## src/rtl/avalon_sram_pkg.sv

```systemverilog
// Shared types and constants for the Avalon SRAM read master.
package avalon_sram_pkg;

   typedef enum logic [1:0] {
      MASTER_IDLE,
      MASTER_ISSUE,
      MASTER_DRAIN
   } master_state_t;

   localparam int SRAM_DATA_WIDTH   = 16;
   localparam int AVALON_ADDR_WIDTH = 32;

   localparam logic [1:0] BE_ALL_N  = 2'b00;
   localparam logic [1:0] BE_NONE_N = 2'b11;

endpackage

```

## src/rtl/read_return_fifo.sv

```systemverilog
// Return-data FIFO for the read master: synchronous, power-of-two depth,
// head word visible combinationally on data_o.
module read_return_fifo #(
   parameter int DEPTH = 8,
   parameter int WIDTH = 16,
   parameter int CW    = $clog2(DEPTH + 1)
) (
   input  logic             clk,
   input  logic             rst,
   input  logic             push_i,
   input  logic [WIDTH-1:0] data_i,
   input  logic             pop_i,
   output logic [WIDTH-1:0] data_o,
   output logic             valid_o,
   output logic [CW-1:0]    count_o
);

   localparam int AW = (DEPTH > 1) ? $clog2(DEPTH) : 1;

   logic [WIDTH-1:0] mem_q [DEPTH];
   logic [AW-1:0]    wr_q;
   logic [AW-1:0]    rd_q;
   logic [CW-1:0]    count_q;

   always_ff @(posedge clk) begin
      if (rst) begin
         for (int i = 0; i < DEPTH; i++) begin
            mem_q[i] <= '0;
         end
         wr_q    <= '0;
         rd_q    <= '0;
         count_q <= '0;
      end else begin
         if (push_i) begin
            mem_q[wr_q] <= data_i;
            wr_q        <= wr_q + AW'(1);
         end
         if (pop_i) begin
            rd_q <= rd_q + AW'(1);
         end
         count_q <= count_q + CW'(push_i) - CW'(pop_i);
      end
   end

   assign data_o  = mem_q[rd_q];
   assign valid_o = (count_q != '0);
   assign count_o = count_q;

   // The issue credit makes a push into a full FIFO impossible.
   a_no_overflow: assert property (@(posedge clk) disable iff (rst)
      !(push_i && !pop_i && (count_q == CW'(DEPTH))));

endmodule

```

## src/rtl/avalon_sram_read_master.sv

```systemverilog
// Avalon-MM pipelined read initiator: fetches a block of 16-bit words
// and streams them out through a credit-limited return FIFO.
module avalon_sram_read_master
   import avalon_sram_pkg::*;
#(
   parameter int FIFO_DEPTH  = 8,
   parameter int MAX_PENDING = 4,
   parameter int LEN_WIDTH   = 16
) (
   input  logic                         clk,
   input  logic                         rst,
   input  logic                         cmd_valid,
   output logic                         cmd_ready,
   input  logic [AVALON_ADDR_WIDTH-1:0] cmd_address,
   input  logic [LEN_WIDTH-1:0]         cmd_length,
   output logic                         busy,
   output logic                         done,
   output logic                         protocol_err,
   output logic                         read_n,
   output logic                         write_n,
   output logic [AVALON_ADDR_WIDTH-1:0] address,
   output logic [1:0]                   byteEnable_n,
   input  logic                         waitrequest,
   input  logic                         readdatavalid,
   input  logic [SRAM_DATA_WIDTH-1:0]   readData,
   output logic [SRAM_DATA_WIDTH-1:0]   out_data,
   output logic                         out_valid,
   input  logic                         out_ready
);

   localparam int PW = $clog2(MAX_PENDING + 1);
   localparam int CW = $clog2(FIFO_DEPTH + 1);
   localparam int SW = ((PW > CW) ? PW : CW) + 1;

   master_state_t                state_q, state_d;
   logic                         read_n_q, read_n_d;
   logic [AVALON_ADDR_WIDTH-1:0] addr_q, addr_d;
   logic [LEN_WIDTH-1:0]         rem_q, rem_d;
   logic [PW-1:0]                pend_q, pend_d;
   logic                         done_q, done_d;
   logic                         perr_q, perr_d;
   logic [CW-1:0]                fifo_cnt, cnt_d;
   logic [SW-1:0]                credit;
   logic                         rd_acc, push, pop, issue_ok;

   assign rd_acc = !read_n_q && !waitrequest;
   assign push   = readdatavalid && (pend_q != '0);
   assign pop    = out_valid && out_ready;
   assign cnt_d  = fifo_cnt + CW'(push) - CW'(pop);
   assign pend_d = pend_q + PW'(rd_acc) - PW'(push);
   assign credit = SW'(pend_d) + SW'(cnt_d);

   always_comb begin
      state_d = state_q;
      addr_d  = addr_q;
      rem_d   = rem_q;
      done_d  = 1'b0;
      perr_d  = perr_q | (readdatavalid && (pend_q == '0));
      unique case (state_q)
         MASTER_IDLE: begin
            if (cmd_valid) begin
               perr_d = 1'b0;
               addr_d = cmd_address;
               rem_d  = cmd_length;
               if (cmd_length == '0) begin
                  done_d = 1'b1;
               end else begin
                  state_d = MASTER_ISSUE;
               end
            end
         end
         MASTER_ISSUE: begin
            if (rd_acc) begin
               addr_d = addr_q + 32'd1;
               rem_d  = rem_q - LEN_WIDTH'(1);
            end
            if (rem_d == '0) begin
               state_d = MASTER_DRAIN;
            end
         end
         MASTER_DRAIN: begin
            if (pend_d == '0) begin
               done_d  = 1'b1;
               state_d = MASTER_IDLE;
            end
         end
         default: state_d = MASTER_IDLE;
      endcase
      // Credit uses next-cycle occupancy so throughput stays one word/cycle.
      issue_ok = (state_d == MASTER_ISSUE) && (rem_d != '0) &&
                 (pend_d < PW'(MAX_PENDING)) &&
                 (credit < SW'(FIFO_DEPTH));
      read_n_d = (!read_n_q && waitrequest) ? 1'b0 : !issue_ok;
   end

   always_ff @(posedge clk) begin
      if (rst) begin
         state_q  <= MASTER_IDLE;
         read_n_q <= 1'b1;
         addr_q   <= '0;
         rem_q    <= '0;
         pend_q   <= '0;
         done_q   <= 1'b0;
         perr_q   <= 1'b0;
      end else begin
         state_q  <= state_d;
         read_n_q <= read_n_d;
         addr_q   <= addr_d;
         rem_q    <= rem_d;
         pend_q   <= pend_d;
         done_q   <= done_d;
         perr_q   <= perr_d;
      end
   end

   read_return_fifo #(
      .DEPTH (FIFO_DEPTH),
      .WIDTH (SRAM_DATA_WIDTH),
      .CW    (CW)
   ) u_fifo (
      .clk     (clk),
      .rst     (rst),
      .push_i  (push),
      .data_i  (readData),
      .pop_i   (pop),
      .data_o  (out_data),
      .valid_o (out_valid),
      .count_o (fifo_cnt)
   );

   assign cmd_ready    = (state_q == MASTER_IDLE);
   assign busy         = (state_q != MASTER_IDLE);
   assign done         = done_q;
   assign protocol_err = perr_q;
   assign read_n       = read_n_q;
   assign write_n      = 1'b1;
   assign address      = addr_q;
   assign byteEnable_n = read_n_q ? BE_NONE_N : BE_ALL_N;

endmodule

```

## config.mk

```make
export PLATFORM = sky130hd
export DESIGN_NAME = avalon_sram_read_master
export DESIGN_NICKNAME = d
export VERILOG_FILES = /design/src/rtl/avalon_sram_pkg.sv /design/src/rtl/read_return_fifo.sv /design/src/rtl/avalon_sram_read_master.sv
export SDC_FILE = /design/constraint.sdc
export NUM_CORES = 1
export LEC_CHECK = 0
export CORE_UTILIZATION = 60
export CTS_CLUSTER_DIAMETER = 30
export DETAILED_ROUTE_END_ITERATION = 8
export PLACE_DENSITY = 0.86
export SYNTH_ARGS = -nofsm -noshare
export SYNTH_HDL_FRONTEND = slang
export SYNTH_SLANG_ARGS = --single-unit
```

## constraint.sdc

```tcl
create_clock -name clk -period 6.06 [get_ports clk]
set_input_delay 1.212 -clock clk [delete_from_list [all_inputs] [get_ports clk]]
set_output_delay 1.212 -clock clk [all_outputs]
set_load 0.03 [all_outputs]
```

==> flow_summary.toml <==
[global_route]
antenna_found_initial = 0
grt_max_degree = 77
gr-total-overflow = 0
grt_use_total_pct = 29.1
grt_pass1_vias = 7076
grt_pass1_wl_microns = 37300

[logic_synthesis]
netlist_area_sq_um = 9940
netlist_instances = 896
ys_types = 61
synth_edf_count = 128
ys_ff_latch = 197
synth_async_sr_flop_share_pct = 0
syn_nets = 981
yosysWarnings = 0
synth_compound_gate_area_share_pct = 10.9
muxShareOfSynthArea_pct = 9.76
synth_top_area_share_pct = 38.7
synth_top_area_cell = "edfxtp_1"
synth_xor_area_share_pct = 0.793
avgSynthCellArea_sq_um = 11.1
ys_seq_area_share_pct = 52.5
synth_fa_ha_area_share_pct = 2.04
netlist_top_cells_area = "edfxtp_1 (39%), dfxtp_1 (14%), and2_1 (8.4%)"
post-synth-top-count-cell = "and2_1"
yosys-top-cells-count = "and2_1 (133), edfxtp_1 (128), nor2_1 (71)"
synth_top_family_by_area = "simple AND/OR/NAND/NOR gates"
synth_ff_type = "edfxtp_1"
synth-simple-area-share_pct = 20.5

[min_path]
hold_class = "flip-flop to flip-flop"
holdCritStartpoint = "u_fifo.rd_q[1]"
hold_path_depth = 2

[die]
die_w_microns = 131
dieArea_sq_um = 17100
start_util_pct = 61.9
rows = 46
core_sq_um = 16100
chipHeight_microns = 131
ios = 127

[timing]
tns_ns = 0
worst_slack_ns = 1.81
maxSlewViolCount = 0
holdWs_ns = 0.497
rsz0062_at_grt = "no"
slew_headroom_pct = 39.3
min_period_over_period_pct = 70.1
fmax_ghz = 0.235
skew_ns = 0.00954
setup_viol = 0
worst_pin_slew_ns = 0.910
min_period_ns = 4.25
finalHoldViolations = 0

[routing]
via_per_inst = 6.08
drt-initial-drc-count = 557
route.detailed.drc = 0
ant_nets = 0
drtPass1Iterations = 5
wl_per_cell_microns = 19.6
vias = 7418
wirelength_microns = 23900

[worst_setup_path]
cpMaxStageDelayCell = "dfxtp_2"
required_ns = 4.85
critical_path.max_stage_delay_ns = 0.66
timing.setup.critical_path_class = "flip-flop to primary output"
timing.rr.start = "pend_q[1]"
timing.rr.end = "read_n"
worstSetupStartpointType = "flip-flop"
cp_cell_sequence = "buf_4, mux4_2, mux2_2, clkdlybuf4s50_1"
cp_top_family = "buffers and inverters"
cp_max_fo = 18
r2r_slack_ns = 2.95
worstSetupEndpointType = "primary output"
path_buf_inv = 2
critPathArrivalTime_ns = 3.04
r2r_cells = 15

[pwr]
p_clk_share_pct = 28.5
finalPower_mw = 3.96
combPwrFrac_pct = 29.3
p_leak_nw = 4.29
switching_share_pct = 32.0
intPower_mw = 2.69
power_density_nw_per_um2 = 332
peakVddDrop_v = 0.000260
sequentialPowerShare_pct = 42.2
power.switching_mw = 1.27

[cts]
cts_tree = "yes"
cts.sinks = 197
cts_setup_buffers = 0
root_buffer = "clkbuf_16"
cts_hold_buf = 0
cts_resized = 0
htree_levels = 4
clk_pin_slew_ns = 0.07
clk_latency_ns = 0.43
cts_buffers = 17
cts_buffer_depth = 2

[final_layout]
fin_util_pct = 74.2
register_area_sq_um = 5230
fillCellCount = 1064
drive_above_1_share_pct = 12.3
fin_nets = 1077
multiInputGateArea_sq_um = 4390
antenna_cells = 0
syn2layout_area_growth_pct = 19.8

[placement]
gp_congestion = 0.858
pre_cts_slack_ns = 1.66
dp_hpwl_microns = 15200
port_buffers = 125

[flow_run]
drv_cap = 0

[status]
status = "finished clean"
-- metal layers --
layer	wire length, microns	global-route usage, %	vias up
met1	9590	37.0	3592
met5	0	0	-
li1	-	-	3480
met3	1810	5.99	30
met2	12100	50.0	316
met4	347	9.20	0
-- state kept, by name, indices dropped and copies added (netlist names), named ones only --
name            count
address            32
done                1
pend_q              3
protocol_err        1
read_n              1
rem_q              16
state_q             2
u_fifo.count_o      4
u_fifo.mem_q      128
u_fifo.rd_q         3
u_fifo.wr_q         3
-- cell families (layout without fill, tap and decap cells) --
| kind of cell | count (synthesis) | in the layout |
|---|---|---|
| AO/OA/AOI/OAI | 161 | 161 |
| XOR/XNOR | 9 | 9 |
| AND/OR/NAND/NOR | 374 | 374 |
| multiplexers | 55 | 55 |
| buffers and inverters | 84 | 193 |
| flip-flops | 197 | 197 |
| other | 1 | 1 |
| adder cells (fa/ha/maj) | 15 | 15 |
-- cell type report --
type,instances,area share [%]
Clock buffer,17,3.57
Clock inverter,15,1.38
Inverter,21,0.662
Multi-Input combinational cell,615,36.8
Sequential cell,197,43.9
Tap cell,216,2.27
Timing Repair Buffer,140,11.4
-- layout by cell type (no fill, tap or decap), types with 8 or more instances in the layout --
cell / instances
and2_1: 133
nor3_1: 24
a211oi_1: 23
ha_1: 13
o22ai_1: 21
mux4_2: 32
nor2_1: 70
edfxtp_1: 128
nand4_1: 9
or2_2: 11
nor4_1: 8
a21oi_1: 40
a22oi_1: 9
o21ai_0: 26
nand3_1: 19
nand2_1: 58
buf_4: 15
clkbuf_16: 17
clkdlybuf4s50_1: 124
a21o_1: 8
dfxtp_1: 68
mux2_2: 16
inv_1: 21
-- tightest hold or removal path: stages, from the launching register on --
cell and delay, ns:
dfxtp_1 0.32, nand2_1 0.05, a21oi_1 0.07
-- metrics by stage --
stage          cell area, sq um  instances
2_1_floorplan              9940        896
3_3_place_gp              11300       1189
3_5_place_dp              11300       1189
4_1_cts                   11900       1221
5_1_grt                   11900       1221
6_report                  11900       1221
-- how the worst max path moves through the flow --
stage,startpoint,endpoint,slack [ns],cells after the start
CTS,flip-flop,out_data[4],1.77,4
finish,flip-flop,out_data[15],1.81,4
detailed placement,waitrequest,read_n,1.66,15
global route,flip-flop,out_data[15],1.67,4
floorplan,waitrequest,read_n,2.49,14
global placement,waitrequest,read_n,1.81,15
-- power by group through the flow --
| stage | logic [mW] | clock network [mW] | registers [mW] |
|---|---|---|---|
| 3_5_place_dp | 1.16 | 0 | 1.70 |
| 3_3_place_gp | 1.13 | 0 | 1.69 |
| 2_1_floorplan | 0.801 | 0 | 1.68 |
| 5_1_grt | 1.27 | 1.18 | 1.68 |
| 4_1_cts | 1.17 | 1.13 | 1.67 |
| 6_report | 1.16 | 1.13 | 1.67 |
No activity file was read; power rests on OpenSTA's default activity.
